--- src/rtl/mc_ctrl_pkg.sv ---
// Shared encodings for the multicycle MIPS main control FSM.
// ADDIEX/ADDIWB encodings are always reserved; they are only reachable when MC_ADDI_EN is defined.
package mc_ctrl_pkg;

    localparam int OP_W    = 6;
    localparam int ALUOP_W = 2;
    localparam int STATE_W = 4;

    typedef enum logic [STATE_W-1:0] {
        S_FETCH   = 4'd0,
        S_DECODE  = 4'd1,
        S_MEMADR  = 4'd2,
        S_MEMRD   = 4'd3,
        S_MEMWB   = 4'd4,
        S_MEMWR   = 4'd5,
        S_EXECUTE = 4'd6,
        S_ALUWB   = 4'd7,
        S_BRANCH  = 4'd8,
        S_JUMP    = 4'd9,
        S_ADDIEX  = 4'd10,
        S_ADDIWB  = 4'd11
    } state_t;

    localparam logic [OP_W-1:0] OP_RTYPE = 6'b000000;
    localparam logic [OP_W-1:0] OP_LW    = 6'b100011;
    localparam logic [OP_W-1:0] OP_SW    = 6'b101011;
    localparam logic [OP_W-1:0] OP_BEQ   = 6'b000100;
    localparam logic [OP_W-1:0] OP_J     = 6'b000010;
    localparam logic [OP_W-1:0] OP_ADDI  = 6'b001000;

    localparam logic [ALUOP_W-1:0] ALUOP_ADD   = 2'b00;
    localparam logic [ALUOP_W-1:0] ALUOP_SUB   = 2'b01;
    localparam logic [ALUOP_W-1:0] ALUOP_FUNCT = 2'b10;

    localparam logic [1:0] SRCB_B      = 2'b00;
    localparam logic [1:0] SRCB_FOUR   = 2'b01;
    localparam logic [1:0] SRCB_IMM    = 2'b10;
    localparam logic [1:0] SRCB_IMMSH2 = 2'b11;

    localparam logic [1:0] PCSRC_ALU    = 2'b00;
    localparam logic [1:0] PCSRC_ALUOUT = 2'b01;
    localparam logic [1:0] PCSRC_JUMP   = 2'b10;

    typedef struct packed {
        logic               pc_write;
        logic               pc_write_cond;
        logic               iord;
        logic               mem_read;
        logic               mem_write;
        logic               ir_write;
        logic               mem_to_reg;
        logic               reg_dst;
        logic               reg_write;
        logic               alu_src_a;
        logic [1:0]         alu_src_b;
        logic [ALUOP_W-1:0] alu_op;
        logic [1:0]         pc_source;
    } ctrl_t;

    localparam ctrl_t CTRL_IDLE = '0;

endpackage

--- src/rtl/mc_ctrl_outdec.sv ---
// Moore decoder: FSM state -> datapath control word.
// ADDI states decode only when MC_ADDI_EN is defined; otherwise they read as idle.
module mc_ctrl_outdec
    import mc_ctrl_pkg::*;
(
    input  state_t state,
    output ctrl_t  ctrl
);

    always_comb begin
        ctrl = CTRL_IDLE;
        case (state)
            S_FETCH: begin
                ctrl.mem_read  = 1'b1;
                ctrl.ir_write  = 1'b1;
                ctrl.pc_write  = 1'b1;
                ctrl.alu_src_b = SRCB_FOUR;
                ctrl.alu_op    = ALUOP_ADD;
                ctrl.pc_source = PCSRC_ALU;
            end
            S_DECODE: begin
                ctrl.alu_src_b = SRCB_IMMSH2;
                ctrl.alu_op    = ALUOP_ADD;
            end
            S_MEMADR: begin
                ctrl.alu_src_a = 1'b1;
                ctrl.alu_src_b = SRCB_IMM;
                ctrl.alu_op    = ALUOP_ADD;
            end
            S_MEMRD: begin
                ctrl.mem_read = 1'b1;
                ctrl.iord     = 1'b1;
            end
            S_MEMWB: begin
                ctrl.reg_write  = 1'b1;
                ctrl.mem_to_reg = 1'b1;
            end
            S_MEMWR: begin
                ctrl.mem_write = 1'b1;
                ctrl.iord      = 1'b1;
            end
            S_EXECUTE: begin
                ctrl.alu_src_a = 1'b1;
                ctrl.alu_src_b = SRCB_B;
                ctrl.alu_op    = ALUOP_FUNCT;
            end
            S_ALUWB: begin
                ctrl.reg_write = 1'b1;
                ctrl.reg_dst   = 1'b1;
            end
            S_BRANCH: begin
                ctrl.alu_src_a     = 1'b1;
                ctrl.alu_src_b     = SRCB_B;
                ctrl.alu_op        = ALUOP_SUB;
                ctrl.pc_write_cond = 1'b1;
                ctrl.pc_source     = PCSRC_ALUOUT;
            end
            S_JUMP: begin
                ctrl.pc_write  = 1'b1;
                ctrl.pc_source = PCSRC_JUMP;
            end
`ifdef MC_ADDI_EN
            S_ADDIEX: begin
                ctrl.alu_src_a = 1'b1;
                ctrl.alu_src_b = SRCB_IMM;
                ctrl.alu_op    = ALUOP_ADD;
            end
            S_ADDIWB: begin
                ctrl.reg_write = 1'b1;
            end
`endif
            default: ctrl = CTRL_IDLE;
        endcase
    end

endmodule

--- src/rtl/mc_main_control.sv ---
// Multicycle MIPS main control FSM: state register, next-state decode and reset output gating.
// Optional addi support is built when the macro MC_ADDI_EN is defined.
module mc_main_control
    import mc_ctrl_pkg::*;
(
    input  logic               clk,
    input  logic               reset,
    input  logic [OP_W-1:0]    Op,
    output logic               PCWrite,
    output logic               PCWriteCond,
    output logic               IorD,
    output logic               MemRead,
    output logic               MemWrite,
    output logic               IRWrite,
    output logic               MemtoReg,
    output logic               RegDst,
    output logic               RegWrite,
    output logic               ALUSrcA,
    output logic [1:0]         ALUSrcB,
    output logic [ALUOP_W-1:0] ALUOp,
    output logic [1:0]         PCSource,
    output logic               IllegalOp
);

    state_t state_q;
    state_t state_d;
    ctrl_t  ctrl_raw;
    ctrl_t  ctrl;
    logic   illegal_d;

    always_ff @(posedge clk or posedge reset) begin
        if (reset) state_q <= S_FETCH;
        else       state_q <= state_d;
    end

    always_comb begin
        state_d   = S_FETCH;
        illegal_d = 1'b0;
        case (state_q)
            S_FETCH: state_d = S_DECODE;
            S_DECODE: begin
                case (Op)
                    OP_LW, OP_SW: state_d = S_MEMADR;
                    OP_RTYPE:     state_d = S_EXECUTE;
                    OP_BEQ:       state_d = S_BRANCH;
                    OP_J:         state_d = S_JUMP;
`ifdef MC_ADDI_EN
                    OP_ADDI:      state_d = S_ADDIEX;
`endif
                    default: begin
                        state_d   = S_FETCH;
                        illegal_d = 1'b1;
                    end
                endcase
            end
            // The IR still holds the opcode, so MEMADR re-examines it to pick the access type.
            S_MEMADR: begin
                if (Op == OP_LW)      state_d = S_MEMRD;
                else if (Op == OP_SW) state_d = S_MEMWR;
                else                  state_d = S_FETCH;
            end
            S_MEMRD:   state_d = S_MEMWB;
            S_EXECUTE: state_d = S_ALUWB;
`ifdef MC_ADDI_EN
            S_ADDIEX:  state_d = S_ADDIWB;
`endif
            default:   state_d = S_FETCH;
        endcase
    end

    mc_ctrl_outdec u_outdec (
        .state (state_q),
        .ctrl  (ctrl_raw)
    );

    // The state register already sits in FETCH while reset is held, so the control
    // word is forced quiet until reset drops to keep FETCH strobes off the datapath.
    assign ctrl      = reset ? CTRL_IDLE : ctrl_raw;
    assign IllegalOp = illegal_d & ~reset;

    assign PCWrite     = ctrl.pc_write;
    assign PCWriteCond = ctrl.pc_write_cond;
    assign IorD        = ctrl.iord;
    assign MemRead     = ctrl.mem_read;
    assign MemWrite    = ctrl.mem_write;
    assign IRWrite     = ctrl.ir_write;
    assign MemtoReg    = ctrl.mem_to_reg;
    assign RegDst      = ctrl.reg_dst;
    assign RegWrite    = ctrl.reg_write;
    assign ALUSrcA     = ctrl.alu_src_a;
    assign ALUSrcB     = ctrl.alu_src_b;
    assign ALUOp       = ctrl.alu_op;
    assign PCSource    = ctrl.pc_source;

endmodule
--- config.mk ---
export PLATFORM = sky130hd
export DESIGN_NAME = mc_main_control
export DESIGN_NICKNAME = d
export VERILOG_FILES = /design/src/rtl/mc_ctrl_pkg.sv /design/src/rtl/mc_ctrl_outdec.sv /design/src/rtl/mc_main_control.sv
export SDC_FILE = /design/constraint.sdc
export NUM_CORES = 1
export LEC_CHECK = 0
export ABC_AREA = 1
export CAP_MARGIN = 10
export CORE_MARGIN = 5
export CORE_UTILIZATION = 45
export DETAILED_ROUTE_END_ITERATION = 16
export GPL_TIMING_DRIVEN = 0
export PLACE_DENSITY = 0.82
export REMOVE_ABC_BUFFERS = 1
export SYNTH_ARGS = -nofsm -noshare
export SYNTH_HDL_FRONTEND = slang
export SYNTH_HIERARCHICAL = 1
export SYNTH_SLANG_ARGS = --single-unit
--- constraint.sdc ---
create_clock -name clk -period 3.2 [get_ports clk]
set_input_delay 0.48 -clock clk [delete_from_list [all_inputs] [get_ports clk]]
set_output_delay 0.48 -clock clk [all_outputs]
set_load 0.005 [all_outputs]
=== After elaboration in Yosys (flattened, before gate mapping) ===
Cells that the tools add are included.

* Flip-flop bits (word level): 4
* Latch bits: 0
* RAM bits: 0
* Bits in read-only memories: 0
* Input bits: 8
* Memories: 0

* Add/subtract/negate cells: 0
* Multiply operators: 0
* Div/mod/pow operators: 0
* Magnitude comparators: 0
* Equality and inequality tests: 13
* Shifts and indexed selects: 0
* Mux-type cells: 19
* Bitwise logic cells: 2
* Reductions and logical operators: 9

{| class="wikitable"
|+ Operators with widths
! cell !! number
|-
| one-hot mux 4 bit (5 select lines) || 2
|-
| == test 4 x 3 -> 1 bit, second input constant || 4
|-
| 2-to-1 mux 16 bit || 1
|-
| one-hot mux 4 bit (4 select lines) || 1
|-
| == test 6 bit, second input constant || 2
|-
| 2-to-1 mux 1 bit || 12
|-
| OR reduction 2 bit || 5
|-
| == test 4 x 2 -> 1 bit, second input constant || 2
|-
| == test 4 bit, second input constant || 2
|-
| == test 6 x 2 -> 1 bit, second input constant || 1
|-
| == test 6 x 3 -> 1 bit, second input constant || 1
|-
| zero test 6 bit || 1
|-
| 2-to-1 mux 3 bit || 2
|-
| OR reduction 5 bit || 1
|-
| == test 4 x 1 -> 1 bit, second input constant || 1
|-
| zero test 4 bit || 1
|-
| one-hot mux 2 bit (2 select lines) || 1
|-
| OR reduction 3 bit || 1
|-
| bitwise AND 1 bit || 1
|-
| inverter 1 bit || 1
|}

=== Longest topological paths before layout ===
* Depth in word-level cells: 5
* Gate-level depth with buffers: 7
* Depth with buffers taken out: 6

=== Hierarchy ===
The synthesis kept the hierarchy.

{| class="wikitable"
|+ By module, submodules not included
! module !! instances !! cells each !! area an instance (µm²) !! seq. area each (µm²)
|-
| mc_main_control || 1 || 89 || 473.0 || 100.1
|-
| mc_ctrl_outdec || 1 || 41 || 160.2 || 0.0
|}

=== Least setup slack after synthesis ===
No wires, ideal clock.

* Path kind: reg-to-output
* Start: reg state_q[0]
* End: out PCWriteCond
* Arrival time: 0.977 ns
* Required time: 2.720 ns
* Path slack: 1.743 ns
* Stages on the path, launching flop included: 7
* Buffers on the path: 1
* Cells stage by stage: dfrtp_1 nor2_1 nand2_1 inv_1 buf_4 inv_1 nor2_1

{| class="wikitable"
|+ RTL lines
! item !! line !! RTL
|-
| from (decl) || mc_main_control.sv:25 || <nowiki>state_t state_q;</nowiki>
|-
| from (signal assigned) || mc_main_control.sv:33 || <nowiki>else state_q <= state_d;</nowiki>
|-
| to (decl) || mc_main_control.sv:10 || <nowiki>output logic PCWriteCond,</nowiki>
|}

=== Worst setup path in the final report ===
* Start: in reset
* End: out IllegalOp

* Cells in the longest elaborated chain, start to end: 2

{| class="wikitable"
|+ RTL lines
! item !! line !! RTL
|-
| from (decl) || mc_main_control.sv:7 || <nowiki>input logic reset,</nowiki>
|-
| inverter 1 bit || mc_main_control.sv:79 || <nowiki>assign IllegalOp = illegal_d & ~reset;</nowiki>
|-
| bitwise AND 1 bit || mc_main_control.sv:79 ||
|-
| to (decl) || mc_main_control.sv:22 || <nowiki>output logic IllegalOp</nowiki>
|}

Every way passes these cells.

==> qor.yml <==
status: "complete, no violations"
rows: 13
clkTransAtPathRegs_ns: 0.04
grt_pass1_wl_mm: 2.44
yosys.cell_count.top_type: "inv_1"
vias: 754
synth_top_area_share_pct: 23.7
clk_path_buf_depth: 2
synth-edff-count: 0
syn_area_per_cell_um2: 4.87
largestRegisters: "state_q: 4 flops"
synth_top_area_cell: "inv_1"
setup.worst_path.end: "IllegalOp"
worst_pin_slew_ns: 0.576
grt_pass1_vias: 665
clockRootBuffer: "clkbuf_4"
syn_area_um2: 633
leakage_nw: 0.501
drt_iter0_drc: 15
die_w_um: 47.5
fmax_ghz: 0.395
tns_ns: 0
place_congestion: 0.872
post_cts_buffers: 0
period_minus_slack_ns: 2.53
grt_max_degree: 19
largest_reg_flops: 4
criticalPathCategory: "primary input to primary output"
cts.sinks: 4
cts_resized: 0
syn_to_final_growth_pct: 41.7
ant_nets: 0
htreeDepth: 1
die_area_um2: 2260
synth.area.top_cells: "inv_1 (24%), nor2_1 (18%), nand2_1 (17%)"
synth_cell_types: 16
routedWlPerCell_um: 8.25
fillers: 129
r2r_end: "state_q[2]"
die_y_um: 47.5
syn_inst: 130
nNetsFinal: 164
synthTopCellsByCount: "inv_1 (40), nor2_1 (30), nand2_1 (28)"
cp-end-kind: "primary output"
placed_area_um2: 875
routed_wirelength_mm: 1.39
async_flop_share_pct: 100
timing.rr.start: "state_q[3]"
seq_area_um2: 100
start_util_pct: 48.1
reg2regPathDepth: 4
crit_arrival_ns: 2.05
max-vdd-ir-drop_v: 0.000190
dp_hpwl_mm: 1.20
cts_made_buffers: 3
crit_path_start: "reset"
maxCapViolCount: 0
final_core_util_pct: 68.1
cts_tree: "done"
powerDensity_nw_per_um2: 367
drc: 0
track_usage_pct: 15.1
critPathLaunchType: "primary input"
n_antenna_cell: 0
numPortBuffers: 24
antenna_found_initial: 0
stdcell_area_um2: 897
ys.flop_type: "dfrtp_1"
hp-class: "flip-flop to flip-flop"
overflow: 0
rsz0062_at_grt: "false"
cts_hold_buf: 0
hold_viol_final: 0
max_slew_margin_pct: 61.5
drive_gt1_share_pct: 7.14
io_pins: 25
insertion_delay_ns: 0.23
drv_slew: 0
yosysWarnings: 6
regMostFlops: "state_q"
firstDrtPassIters: 5
design.core.area_um2: 1320
cp.required_ns: 2.72
multi_input_area_um2: 362
yosysSeqAreaShare_pct: 15.8
avgViaCountPerCell: 4.46
reg2reg_slack_ns: 2.14
fin_skew_ns: 0.00667
path_max_fanout: 18
setup_viol: 0
post-route-period-util_pct: 79.1
dpl_worst_slack_ns: 0.654
postLayoutSetupSlackWorst_ns: 0.668
yosys_register_bits: 4
==> layer usage <==
metal | global-route usage [%] | routed length (µm)
met2 | 28.1 | 687
met1 | 15.7 | 567
met3 | 1.50 | 106
met5 | 0 | 0
met4 | 9.94 | 33
==> per-stage QoR <==
stage	hold WS (ns)	std cells	power [mW]
final	0.684	169	0.329
after CTS	0.682	169	0.333
after floorplan	0.246	127	0.188
after global placement	0.672	166	0.266
after global routing	0.718	169	0.372
after detailed placement	0.671	166	0.270
==> placed cells by master, fill, tap and decap left out, types with 3 or more instances in the layout <==
cell type | synthesis | routed
nand2_1 | 28 | 28
nand3_1 | 10 | 10
nor2_2 | 5 | 5
inv_1 | 40 | 40
clkbuf_4 | 0 | 3
dfrtp_1 | 4 | 4
nand4_1 | 3 | 3
clkdlybuf4s50_1 | 0 | 24
nor2_1 | 30 | 30
==> critical path, cell delays in order <==
cell	delay, ns
clkdlybuf4s50_1	0.71
nor2_1	0.20
nand3_1	0.08
nor2_1	0.09
clkdlybuf4s50_1	0.50
==> layout make-up <==
class,count,area share (%)
Multi-Input combinational cell,82,40.3
Tap cell,15,2.09
Clock buffer,3,2.51
Inverter,41,17.2
Timing Repair Buffer,24,26.8
Sequential cell,4,11.2
==> report_power, final <==
group | leakage (nW) | internal, mW | switching (mW) | total, mW
registers | 0.0534 | 0.0587 | 0.0165 | 0.0751
logic | 0.434 | 0.0912 | 0.101 | 0.193
clock network | 0.0138 | 0.0418 | 0.0194 | 0.0613
==> how the worst min path moves through the flow <==
stage,from,slack [ns],end,depth (start not counted)
floorplan,reset,0.25,state_q[0],1
global placement,state_q[2],0.67,state_q[3],3
detailed placement,state_q[2],0.67,state_q[3],3
CTS,state_q[0],0.68,state_q[3],2
global route,state_q[2],0.72,state_q[3],3
finish,state_q[0],0.68,state_q[3],2
==> cells by family (layout without fill, tap and decap cells) <==
family,Yosys count,count (layout),synth area share [%]
and+or+nand+nor,81,81,56.3
AOI/OAI and AO/OA,1,1,0.790
DFF,4,4,15.8
buffers and inverters,44,68,27.1
No activity file was read; power rests on OpenSTA's default activity.
